[src/rtl/cpu_types_pkg.sv]
// Shared CPU memory-system types: word type, RAM handshake states and arbiter FSM states.
package cpu_types_pkg;

  typedef logic [31:0] word_t;

  typedef enum logic [1:0] {
    FREE   = 2'b00,
    BUSY   = 2'b01,
    ACCESS = 2'b10,
    ERROR  = 2'b11
  } ramstate_t;

  typedef enum logic [1:0] {
    IDLE  = 2'b00,
    DSERV = 2'b01,
    ISERV = 2'b10
  } arb_state_t;

  localparam int unsigned GRANT_CNT_W = 16;
  localparam int unsigned TMO_CNT_W   = 8;

endpackage

[src/rtl/arb_sat_cnt.sv]
// 16-bit saturating event counter with enable and synchronous active-low reset.
module arb_sat_cnt
  import cpu_types_pkg::*;
(
  input  logic                   CLK,
  input  logic                   nRST,
  input  logic                   en,
  output logic [GRANT_CNT_W-1:0] cnt
);

  always_ff @(posedge CLK) begin
    if (!nRST) begin
      cnt <= '0;
    end else if (en && (cnt != '1)) begin
      cnt <= cnt + 16'd1;
    end
  end

endmodule

[src/rtl/cache_mem_arbiter.sv]
// Icache/dcache to single-port RAM arbiter with alternation, timeout and sticky error.
// Optional grant counters enabled by CACHE_ARB_PERF_EN.
module cache_mem_arbiter
  import cpu_types_pkg::*;
#(
  parameter int unsigned TIMEOUT = 255
) (
  input  logic        CLK,
  input  logic        nRST,
  input  logic        iREN,
  input  logic [31:0] iaddr,
  output logic        iwait,
  output logic [31:0] iload,
  input  logic        dREN,
  input  logic        dWEN,
  input  logic [31:0] daddr,
  input  logic [31:0] dstore,
  output logic        dwait,
  output logic [31:0] dload,
  output logic        ramREN,
  output logic        ramWEN,
  output logic [31:0] ramaddr,
  output logic [31:0] ramstore,
  input  logic [31:0] ramload,
  input  logic [1:0]  ramstate,
  output logic        err,
  output logic [15:0] dgrant_cnt,
  output logic [15:0] igrant_cnt
);

  localparam logic [TMO_CNT_W-1:0] TMO_LAST = TMO_CNT_W'(TIMEOUT - 1);

  arb_state_t           state, state_n;
  ramstate_t            rs;
  logic                 last_d, last_d_n;
  logic                 err_n;
  logic [TMO_CNT_W-1:0] tcnt, tcnt_n;

  assign rs = ramstate_t'(ramstate);

  always_comb begin
    state_n  = state;
    last_d_n = last_d;
    tcnt_n   = tcnt;
    err_n    = err;
    ramREN   = 1'b0;
    ramWEN   = 1'b0;
    ramaddr  = '0;
    ramstore = '0;
    iwait    = 1'b1;
    dwait    = 1'b1;
    iload    = '0;
    dload    = '0;
    case (state)
      IDLE: begin
        tcnt_n = '0;
        if ((dREN || dWEN) && !(last_d && iREN)) state_n = DSERV;
        else if (iREN)                            state_n = ISERV;
      end
      DSERV: begin
        ramaddr  = daddr;
        ramstore = dstore;
        ramREN   = dREN & ~dWEN;
        ramWEN   = dWEN;
        // ACCESS is checked first so a same-cycle deassertion still completes
        if (rs == ACCESS) begin
          dwait    = 1'b0;
          dload    = ramload;
          last_d_n = 1'b1;
          state_n  = IDLE;
        end else if (!(dREN || dWEN)) begin
          state_n = IDLE;
        end else if ((rs == ERROR) || (tcnt == TMO_LAST)) begin
          err_n   = 1'b1;
          state_n = IDLE;
        end else begin
          tcnt_n = tcnt + 8'd1;
        end
      end
      ISERV: begin
        ramaddr = iaddr;
        ramREN  = iREN;
        if (rs == ACCESS) begin
          iwait    = 1'b0;
          iload    = ramload;
          last_d_n = 1'b0;
          state_n  = IDLE;
        end else if (!iREN) begin
          state_n = IDLE;
        end else if ((rs == ERROR) || (tcnt == TMO_LAST)) begin
          err_n   = 1'b1;
          state_n = IDLE;
        end else begin
          tcnt_n = tcnt + 8'd1;
        end
      end
      default: state_n = IDLE;
    endcase
  end

  always_ff @(posedge CLK) begin
    if (!nRST) begin
      state  <= IDLE;
      last_d <= 1'b0;
      tcnt   <= '0;
      err    <= 1'b0;
    end else begin
      state  <= state_n;
      last_d <= last_d_n;
      tcnt   <= tcnt_n;
      err    <= err_n;
    end
  end

`ifdef CACHE_ARB_PERF_EN
  logic d_done, i_done;

  assign d_done = (state == DSERV) && (rs == ACCESS);
  assign i_done = (state == ISERV) && (rs == ACCESS);

  arb_sat_cnt u_dgrant_cnt (
    .CLK  (CLK),
    .nRST (nRST),
    .en   (d_done),
    .cnt  (dgrant_cnt)
  );

  arb_sat_cnt u_igrant_cnt (
    .CLK  (CLK),
    .nRST (nRST),
    .en   (i_done),
    .cnt  (igrant_cnt)
  );
`else
  assign dgrant_cnt = '0;
  assign igrant_cnt = '0;
`endif

endmodule

[config.mk]
export PLATFORM = sky130hd
export DESIGN_NAME = cache_mem_arbiter
export DESIGN_NICKNAME = d
export VERILOG_FILES = /design/src/rtl/cpu_types_pkg.sv /design/src/rtl/arb_sat_cnt.sv /design/src/rtl/cache_mem_arbiter.sv
export SDC_FILE = /design/constraint.sdc
export NUM_CORES = 1
export LEC_CHECK = 0
export ABC_CLOCK_PERIOD_IN_PS = 2600
export CAP_MARGIN = 20
export CORE_AREA = 5 5 112 114
export CTS_CLUSTER_SIZE = 20
export DETAILED_ROUTE_END_ITERATION = 10
export DIE_AREA = 0 0 117 119
export GPL_ROUTABILITY_DRIVEN = 1
export GPL_TIMING_DRIVEN = 0
export HOLD_SLACK_MARGIN = 0.05
export PLACE_DENSITY = 0.72
export REMOVE_ABC_BUFFERS = 1
export SLEW_MARGIN = 10
export SYNTH_ARGS = -nofsm -noshare
export SYNTH_HDL_FRONTEND = slang
export SYNTH_HIERARCHICAL = 1
export SYNTH_SLANG_ARGS = --single-unit
[constraint.sdc]
create_clock -name CLK -period 2.6 [get_ports CLK]
set_clock_uncertainty 0.05 [all_clocks]
set_input_delay 0.52 -clock CLK [delete_from_list [all_inputs] [get_ports CLK]]
set_output_delay 0.52 -clock CLK [all_outputs]
set_load 0.01 [all_outputs]
== After elaboration in Yosys (flattened, before gate mapping) ==
Index checks and enable logic that the tools add are counted.
Storage, ports and cells
  register bits after elaboration: 12
  input bits: 135
  word-level logic and storage cells: 63
Operators by class
  multiplexer cells: 33
  equality and inequality tests: 12
  $add $sub $neg: 1
  bitwise logic cells: 2
  reductions and logical operators: 11
Operator list (count)
  $mux W32: 4
  $pmux W32 S2: 1
  $mux W8: 5
  $pmux W8 S3: 1
  $mux W2: 7
  $ne A2 B2 Y1 const B: 6
  $mux W1: 11
  $reduce_and A5 Y1: 2
  $add A8 B1 Y8 const B: 1
  $eq A8 B8 Y1 const B: 1
  $eq A2 B2 Y1 const B: 3
  $pmux W1 S2: 3
  $pmux W2 S3: 1
  $ne A3 B3 Y1 const B: 1
  $reduce_and A3 Y1: 1
  $reduce_bool A3 Y1: 1
  $eq A2 B1 Y1 const B: 1
  $logic_and A1 B1 Y1: 2
  $logic_not A2 Y1: 1
  $logic_or A1 B1 Y1: 2
  $reduce_bool A2 Y1: 1
  $and A1 B1 Y1: 1
  $logic_not A1 Y1: 1
  $not A1 Y1: 1

== Logic depth before layout (Yosys ltp) ==
Gate-level depths: netlist (run 1).
  depth in word-level cells: 6
  gate-level depth with buffers: 8
  mapped depth without buffers: 6

== Worst setup path after synthesis (run 1) ==
OpenSTA, ideal clock, no wires.
  path type: flip-flop to flip-flop
  start point: register state[0]
  end point: register tcnt[2]
  cell stages (with the launch flop): 9
  setup time: 139 ps
  slack: 421 ps
  required time: 2411 ps
  arrival: 1990 ps
  cells stage by stage: dfxtp_1 -> inv_1 -> ha_1 -> clkbuf_1 -> or2_1 -> a2111o_1 -> buf_2 -> o21ai_0 -> a21oi_1
Between the ends
  cells in the longest elaborated chain, start to end: 3
  elaborated cells between the ends (all ways): 10
  classes of those cells: eq/ne: 6; mux: 1; reduce/logical: 3
Ends and longest elaborated chain
  from (decl): RTL line cache_mem_arbiter.sv:33  | arb_state_t state, state_n;
  from (signal assigned): RTL line cache_mem_arbiter.sv:108  | state <= state_n;
  $eq A2 B1 Y1 (tied with other cells): RTL line cache_mem_arbiter.sv:54  | case (state)
  $ne A2 B2 Y1 (no source line) / $reduce_bool A3 Y1 (equally long branches)
  $reduce_and A5 Y1 (no source line)
  to (signal assigned): RTL line cache_mem_arbiter.sv:110  | tcnt <= tcnt_n;
  to (decl): RTL line cache_mem_arbiter.sv:37  | logic [TMO_CNT_W-1:0] tcnt, tcnt_n;
Parallel ways exist; a longest one is shown, timed or not.
A chain may end at the register's enable or synchronous reset.

== Final worst setup path (run 1) ==
  start point: input port ramstate[1]
  end point: output port dload[15]
Between the ends
  cells in the longest elaborated chain, start to end: 3
Ends and longest elaborated chain
  from (decl): RTL line cache_mem_arbiter.sv:25  | input logic [1:0] ramstate,
  $eq A2 B2 Y1: RTL line cache_mem_arbiter.sv:66  | if (rs == ACCESS) begin
  $mux W32: RTL line cache_mem_arbiter.sv:66
  $mux W32: RTL line cache_mem_arbiter.sv:54
  to (decl): RTL line cache_mem_arbiter.sv:19  | output logic [31:0] dload,
Every way passes these cells.

==> results of run 1 <==
## routing by layer
| metal | share of wire [%] | wire, um | GRT usage [%] | vias to the layer above |
|---|---|---|---|---|
| met5 | 0.072 | 11 | 0 | - |
| met1 | 39 | 5920 | 23.5 | 1637 |
| met3 | 8.8 | 1330 | 3.40 | 21 |
| met4 | 1.9 | 289 | 3.80 | 2 |
| li1 | - | - | - | 1610 |
| met2 | 50 | 7620 | 34.5 | 198 |
## state kept, by name (all words and copies together), names as in the netlist
name    count
last_d      1
state       2
err         1
tcnt        8
## critical path: stages
cell and delay [ns]:
clkdlybuf4s15_2 0.25, nor2b_4 0.19, buf_12 0.14, buf_6 0.18, and3_1 0.19, clkdlybuf4s50_1 0.55
## path summary, 6_finish.rpt
path | startpoint | endpoint | slack, ns | cells past startpoint
max | ramstate[1] | dload[15] | 0.006 | 6
min | tcnt[5]$_SDFFE_PN0P_ | tcnt[5]$_SDFFE_PN0P_ | 0.45 | 2
max reg2reg | state[1]$_SDFFE_PN0P_ | tcnt[5]$_SDFFE_PN0P_ | 0.07 | 7
min reg2reg | tcnt[5]$_SDFFE_PN0P_ | tcnt[5]$_SDFFE_PN0P_ | 0.45 | 2
## layout make-up
class                   count  area [sq um]
clock buffers               3          75.1
inverters                   8          30.0
repair buffers            286          2960
well taps                 143           179
multi-input cells         273          1750
flip-flops and latches     12           243
fillers                  1105          6080
## logic make-up after synthesis
| logic type | Yosys count |
|---|---|
| adder cells (fa/ha/maj) | 6 |
| AO/OA/AOI/OAI | 63 |
| other | 1 |
| flip-flops | 12 |
| AND/OR/NAND/NOR | 169 |
| buffers and inverters | 72 |
| multiplexers | 1 |
## timing repair
item                                    CTS  global route
pin swaps                                 3             0
endpoints found under the hold margin     0             0
resized for setup                        23            10
cloned                                    3             3
setup buffers                            11             1
endpoints found under the setup margin  130            87
## through the flow
stage	hold WS, ns	TNS [ns]	util, %
3_5_place_dp	0.430	-51.55	43.2
2_1_floorplan	0.402	-40.46	-
6_report	0.450	0	46.3
3_3_place_gp	0.418	-279.07	42.3
5_1_grt	0.468	-0.0269	46.3
4_1_cts	0.446	-0.302	45.7
## cell usage after synthesis, drive strengths merged (2+ instances only)
master  count
a211oi      3
a21oi       8
a22oi      32
and2       35
and3       64
buf        35
clkbuf     29
dfxtp      12
ha          6
inv         8
nand2      11
nand3       4
nand4       4
nor2        4
nor2b      34
nor4        2
o211ai      2
o21ai       6
o31ai       5
or3         2
or4         5
## power groups by stage
stage	registers (mW)	clock network, mW	logic, mW
2_1_floorplan	0.208	0	0.378
3_3_place_gp	0.210	0	0.919
3_5_place_dp	0.212	0	0.957
4_1_cts	0.211	0.288	1.10
5_1_grt	0.213	0.296	1.17
6_report	0.213	0.282	1.10
==> flow_metrics.tcl, run 1 <==
set metrics [dict create \
    clk_path_buf_depth 2 \
    detail_route.iter0.violations 193 \
    initial_utilization_pct 19.3 \
    syn-cell-area_sq_um 2190 \
    power.internal_mw 1.01 \
    switching_power_total_uw 590 \
    dominantRegCellSynth "dfxtp_1" \
    timing.critical_path.from_type "primary input" \
    finalWorstSetupSlack_ns 0.00567 \
    ir_drop_uv 254 \
    avgViaCountPerCell 4.78 \
    post-synth-top-area-fraction_pct 18.3 \
    clock_share_of_power_pct 17.7 \
    first_global_vias 3404 \
    placement.cell_area_sq_um 4890 \
    areaGrowthSynthToFinish_pct 140 \
    synthCells 324 \
    overflow 0 \
    seqPwrFrac_pct 13.3 \
    timing.final.crit_share_pct 99.8 \
    ant_nets 0 \
    core_sq_um 11300 \
    synth_xor_xnor_area_share_pct 0 \
    tritoncts "built" \
    achievable-frequency_mhz 385 \
    synth_top_family_by_area "simple AND/OR/NAND/NOR gates" \
    rsz0062_at_grt "yes" \
    clock_tree.htree_level_count 1 \
    instances_no_fill 725 \
    postSynthRegisterBits 12 \
    hp-class "flop to flop" \
    yosys.area_share.simple_pct 46.7 \
    cap_violations 0 \
    yosysSeqAreaShare_pct 11.0 \
    post_route_total_power_mw 1.60 \
    worst-setup-path-type "primary input to output port" \
    mostFrequentLayoutCell "clkdlybuf4s50_1" \
    clock-sinks 12 \
    category_of_the_worst_setup_path_capture_point "output port" \
    layout_common_cells "253 x clkdlybuf4s50_1, 64 x and3_1, 35 x and2_1" \
    wirelength_um 15200 \
    pwr_density_nw_per_um2 305 \
    postLayoutCellArea_sq_um 5240 \
    worst-slew-pin-transition_ns 0.824 \
    grt_antenna_before_repair 1 \
    multiplexer_fraction_of_the_synthesized_cell_area_pct 0.458 \
    setup_viol_count_final 0 \
    rows 39 \
    p_leak_nw 2.22 \
    cts_hold_buf 0 \
    nets 725 \
    remaining_drc_errors 0 \
    die_area_sq_um 13900 \
    synth_warnings 6 \
    grtUsageTotal_pct 19.1 \
    timing.final.hold_violations 0 \
    dr.pass1.iters 5 \
    antenna_cells 0 \
    synth_edf_count 0 \
    yosysTopAreaCell "and3_1" \
    gate_power_share_pct 69.0 \
    placedCellCount 704 \
    required_ns 2.03 \
    asyncSetResetFlopFracSynth_pct 0 \
    status "completed" \
    drv_slew 0 \
    synth_top_cells_by_area "and3_1 18%, dfxtp_1 11%, a22oi_1 11%" \
    unique_masters_post_synth 36 \
    die_h_um 119 \
    portBuffers 267 \
    vias 3468 \
    switching_share_pct 36.9 \
    num_io_pins 300 \
    hpwlAfterDp_um 11000 \
    grt_first_pass_wirelength_um 20700 \
    dieWidth_um 117 \
    post_drt_wl_per_cell_um 20.9 \
    clk_pin_slew_worst_paths_ns 0.04 \
    grt_max_degree 46 \
    routability_congestion 0.834 \
    timing.final.crit_period_ns 2.59 \
    cts.root.buffer_cell "clkbuf_16" \
    preCtsSetupSlack_ns -0.735 \
    synth_adder_area_share_pct 3.43 \
    clk_latency_ns 0.24 \
    cp_max_fo 22 \
    drive_above_1_share_pct 6.19 \
    synth_area_per_cell_sq_um 6.75 \
    arrival_ns 2.02 \
    share_of_the_synthesized_area_in_compound_gates_ao_oa_aoi_oai_pct 20.4 \
    slew_headroom_pct 44.7 \
    tritoncts.num_buffers 3 \
]
Note: power is estimated with default switching activity, not from simulation.
==> inputs of run 2 (changes only) <==
Settings changed: ABC_CLOCK_PERIOD_IN_PS 2600 to 3000, CTS_CLUSTER_SIZE 20 to 14.
Clock period 2.6 ns to 3 ns, I/O delays scaled along.
==> run 2 against run 1 <==
Design area is 3.9% lower. Register-to-register slack improved by 0.14 ns. Hold slack better by 0.0044 ns. Total power down 20%. Wire length decreased by 7.9%. Cell count shrank 1.8%. Sequential share of layout area increased by 0.14 points. Utilization down 1.8 points.
==> flow_metrics.tcl, run 2 (synthesized netlist as in run 1, its figures left out) <==
set metrics [dict create \
    status "completed" \
    clk_path_buf_depth 2 \
    die_area_sq_um 13900 \
    cts.root.buffer_cell "clkbuf_16" \
    placement.cell_area_sq_um 4890 \
    preCtsSetupSlack_ns -0.345 \
    tritoncts.num_buffers 3 \
    antenna_cells 0 \
    drive_above_1_share_pct 2.64 \
    overflow 0 \
    grt_max_degree 69 \
    post_drt_wl_per_cell_um 19.6 \
    nets 712 \
    postLayoutCellArea_sq_um 5040 \
    clock-sinks 12 \
    timing.final.crit_share_pct 96.1 \
    top_register "tcnt" \
    clk_latency_ns 0.24 \
    die_h_um 119 \
    p_leak_nw 2.01 \
    core_sq_um 11300 \
    finalWorstSetupSlack_ns 0.116 \
    rsz0062_at_grt "no" \
    rows 39 \
    hpwlAfterDp_um 11000 \
    grt_antenna_before_repair 0 \
    achievable-frequency_mhz 347 \
    arrival_ns 2.23 \
    grt_first_pass_wirelength_um 19300 \
    detail_route.iter0.violations 206 \
    hp-class "flop to flop" \
    timing.critical_path.from_type "flop" \
    tritoncts "built" \
    avgViaCountPerCell 4.57 \
    ant_nets 0 \
    timing.final.hold_violations 0 \
    routability_congestion 0.834 \
    slew_headroom_pct 45.3 \
    cp_max_fo 41 \
    drv_slew 0 \
    areaGrowthSynthToFinish_pct 130 \
    clock_tree.htree_level_count 1 \
    biggestRegsByFlops "tcnt x8, state x2" \
    initial_utilization_pct 19.3 \
    worst-slew-pin-transition_ns 0.815 \
    timing.final.crit_period_ns 2.88 \
    category_of_the_worst_setup_path_capture_point "output port" \
    worst-setup-path-type "flop to output port" \
    mostFrequentLayoutCell "clkdlybuf4s50_1" \
    pwr_density_nw_per_um2 255 \
    remaining_drc_errors 0 \
    first_global_vias 3230 \
    largest_reg_flops 8 \
    portBuffers 267 \
    fillerInstances 1117 \
    dieWidth_um 117 \
    layout_common_cells "265 x clkdlybuf4s50_1, 64 x and3_1, 35 x and2_1" \
    required_ns 2.35 \
    cap_violations 0 \
    setup_viol_count_final 0 \
    vias 3254 \
    grtUsageTotal_pct 17.6 \
    dr.pass1.iters 4 \
    wirelength_um 14000 \
    ir_drop_uv 188 \
    clk_pin_slew_worst_paths_ns 0.04 \
    post_route_total_power_mw 1.28 \
    num_io_pins 300 \
]
## run 2: metal layers
layer / vias up / global-route usage, % / wire length, um
li1: 1579 / - / -
met1: 1510 / 21.7 / 5640
met2: 156 / 32.7 / 7100
met3: 9 / 2.59 / 1060
met4: 0 / 2.29 / 175
met5: - / 0 / 0
## run 2: critical path, stage by stage (launching register included)
cell and delay, ns:
dfxtp_1 0.36, inv_1 0.21, ha_4 0.33, buf_16 0.22, a22oi_1 0.14, nor2b_1 0.13, clkdlybuf4s50_1 0.58
## run 2: final timing paths
check | startpoint | to | slack (ns) | cells past startpoint
max | state[0]$_SDFFE_PN0P_ | ramaddr[26] | 0.12 | 6
min | tcnt[3]$_SDFFE_PN0P_ | tcnt[3]$_SDFFE_PN0P_ | 0.45 | 2
max reg2reg | state[0]$_SDFFE_PN0P_ | tcnt[5]$_SDFFE_PN0P_ | 0.21 | 7
min reg2reg | tcnt[3]$_SDFFE_PN0P_ | tcnt[3]$_SDFFE_PN0P_ | 0.45 | 2
## run 2: cell type report
class | instances | area (sq um) | share of cell area [%]
flip-flops and latches | 12 | 240 | 4.77
clock buffers | 3 | 75.1 | 1.49
well taps | 143 | 179 | 3.55
multi-input cells | 272 | 1730 | 34.4
repair buffers | 274 | 2780 | 55.2
inverters | 8 | 30.0 | 0.596
## run 2: power by group
| part | leakage [nW] | internal, mW | total [mW] | switching, mW |
|---|---|---|---|---|
| Combinational | 1.88 | 0.470 | 0.857 | 0.386 |
| Clock | 0.0370 | 0.174 | 0.243 | 0.0693 |
| Sequential | 0.0974 | 0.170 | 0.182 | 0.0126 |
| Total | 2.01 | 0.814 | 1.28 | 0.468 |
## run 2: repair_timing
item                                    CTS  global route
hold buffers                              0             0
gates cloned                              1             0
gates resized for setup                   6             0
pin swaps                                 1             0
endpoints found under the setup margin  108             8
setup buffers                             2             2
## run 2: stage by stage
step / TNS (ns) / hold WS, ns / instances / util, %
floorplan: -13.75 / 0.402 / 291 / -
global placement: -238.11 / 0.418 / 701 / 42.3
detailed placement: -21.55 / 0.430 / 704 / 43.2
CTS: 0 / 0.446 / 710 / 44.3
global route: 0 / 0.468 / 712 / 44.5
finish: 0 / 0.455 / 712 / 44.5
==> inputs of run 3 (changes only) <==
Settings changed: CORE_AREA 5 5 112 114 to 5 5 114 116, DIE_AREA 0 0 117 119 to 0 0 119 121, PLACE_DENSITY 0.72 to 0.7.
==> run 3 against run 2 <==
Die area up 3.4%. Sequential share of layout area is 0.19 points lower. Critical path depth up 1. First-iteration DRC count down 22%. Highest routed layer is now met5.
==> flow_metrics.tcl, run 3 (synthesized netlist as in run 1, its figures left out) <==
set metrics [dict create \
    grtUsageTotal_pct 16.0 \
    grt_first_pass_wirelength_um 18600 \
    pwr_density_nw_per_um2 252 \
    mostFrequentLayoutCell "clkdlybuf4s50_1" \
    status "completed" \
    cts_hold_buf 0 \
    clk_pin_slew_worst_paths_ns 0.04 \
    detail_route.iter0.violations 160 \
    dieWidth_um 119 \
    timing.final.crit_period_ns 2.95 \
    drv_slew 0 \
    clock-sinks 12 \
    clk_path_buf_depth 2 \
    arrival_ns 2.30 \
    global_route.peak_usage_layer "met2" \
    dr.pass1.iters 4 \
    reg2reg_depth 7 \
    first_global_vias 3055 \
    routability_congestion 0.828 \
    min_to "tcnt[5]$_SDFFE_PN0P_" \
    initial_utilization_pct 18.5 \
    ant_nets 0 \
    post_route_total_power_mw 1.32 \
    required_ns 2.35 \
    layout_common_cells "233 x clkdlybuf4s50_1, 64 x and3_1, 35 x and2_1" \
    die_h_um 121 \
    num_io_pins 300 \
    global_route.usage.met2_pct 29.7 \
    timing.final.hold_violations 0 \
    rows 40 \
    p_leak_nw 2.66 \
    die_area_sq_um 14400 \
    r2r_start "state[0]$_SDFFE_PN0P_" \
    vias 3322 \
    hold_depth 2 \
    regToRegEndpoint "tcnt[5]$_SDFFE_PN0P_" \
    wirelength_um 13900 \
    met3_track_demand_over_resource_pct 3.82 \
    overflow 0 \
    fillerInstances 1158 \
    post_drt_wl_per_cell_um 19.2 \
    drive_above_1_share_pct 3.99 \
    cts.root.buffer_cell "clkbuf_16" \
    timing.critical_path.from_type "primary input" \
    category_of_the_worst_setup_path_capture_point "output port" \
    tritoncts.num_buffers 3 \
    hpwlAfterDp_um 10600 \
    clock_tree.htree_level_count 1 \
    cap_violations 0 \
    slew_headroom_pct 62.7 \
    grt_util_met1_pct 19.3 \
    avgViaCountPerCell 4.59 \
    min_from "tcnt[5]$_SDFFE_PN0P_" \
    core_sq_um 11800 \
    antenna_cells 0 \
    grt_max_degree 79 \
    ir_drop_uv 336 \
    areaGrowthSynthToFinish_pct 140 \
    worst-slew-pin-transition_ns 0.554 \
    fin_worst_hold_slack_ns 0.440 \
    cp_max_fo 5 \
    setup_viol_count_final 0 \
    portBuffers 267 \
    largest_reg_flops 8 \
    top_register "tcnt" \
    timing.final.crit_share_pct 98.4 \
    r2r_setup_slack_ns 0.28 \
    tritoncts "built" \
    nets 720 \
    achievable-frequency_mhz 339 \
    fin_util_pct 44.4 \
    grt_antenna_before_repair 1 \
    worst-setup-path-type "primary input to output port" \
    placedCellCount 709 \
    biggestRegsByFlops "tcnt x8, state x2" \
    remaining_drc_errors 0 \
    hp-class "flop to flop" \
    instances_no_fill 724 \
    clk_latency_ns 0.24 \
]
==> run 3: cell count changes in the layout (fill, tap and decap cells not counted) <==
cell,previous run,this run
clkdlybuf4s50_1,265,233
buf_16,2,3
dlymetal6s2s_1,0,32
o21ai_1,1,0
clkbuf_16,3,5
o21ai_0,5,6
buf_2,0,1
buf_12,1,2
nor2b_4,2,1
buf_4,2,6
==> run 3: layer usage <==
metal / routed length [um] / part of all wire, %
met5: 13 / 0.094
met4: 66 / 0.47
met3: 943 / 6.8
met2: 7380 / 53
met1: 5490 / 40
==> run 3: worst max path at each step <==
stage,start,endpoint,slack [ns],depth (start not counted)
floorplan,ramstate[0],dload[0],-0.20,2
detailed placement,ramstate[1],iload[10],-0.19,5
global placement,ramstate[1],iload[11],-2.17,4
global route,ramstate[0],iload[15],-0.0003,7
CTS,ramstate[1],iload[9],0.007,5
finish,ramstate[0],iload[15],0.05,7
==> run 3: area by class of cell <==
type / count / area (sq um) / area share (%)
repair buffers: 283 / 3000 / 57.1
clock buffers: 3 / 75.1 / 1.43
flip-flops and latches: 12 / 240 / 4.58
well taps: 147 / 184 / 3.51
multi-input cells: 271 / 1720 / 32.8
inverters: 8 / 30.0 / 0.573
==> run 3: metrics by stage <==
stage / worst slack (ns) / TNS [ns] / instance area [sq um]
5_1_grt: -0.000276 / -0.000276 / 5240
3_3_place_gp: -2.17 / -239.08 / 4800
3_5_place_dp: -0.189 / -7.64 / 4920
4_1_cts: 0.00701 / 0 / 5030
2_1_floorplan: -0.195 / -13.75 / 1940
6_report: 0.0471 / 0 / 5240
==> run 3: power by group <==
| part | internal, mW | leakage (nW) | switching [mW] |
|---|---|---|---|
| logic | 0.500 | 2.53 | 0.391 |
| clock network | 0.174 | 0.0370 | 0.0735 |
| registers | 0.170 | 0.0974 | 0.0123 |
| total | 0.844 | 2.66 | 0.477 |
==> run 3: critical path, stage by stage <==
cell,delay [ns]
clkdlybuf4s50_1,0.48
nor2b_4,0.16
buf_12,0.14
buf_4,0.12
buf_4,0.11
and3_1,0.15
clkdlybuf4s50_1,0.54
==> run 3: timing repair <==
action,4_1_cts,5_1_grt
resized for setup,4,34
setup endpoints to repair,79,76
gates cloned,0,2
setup buffers,4,5
pin swaps,0,1
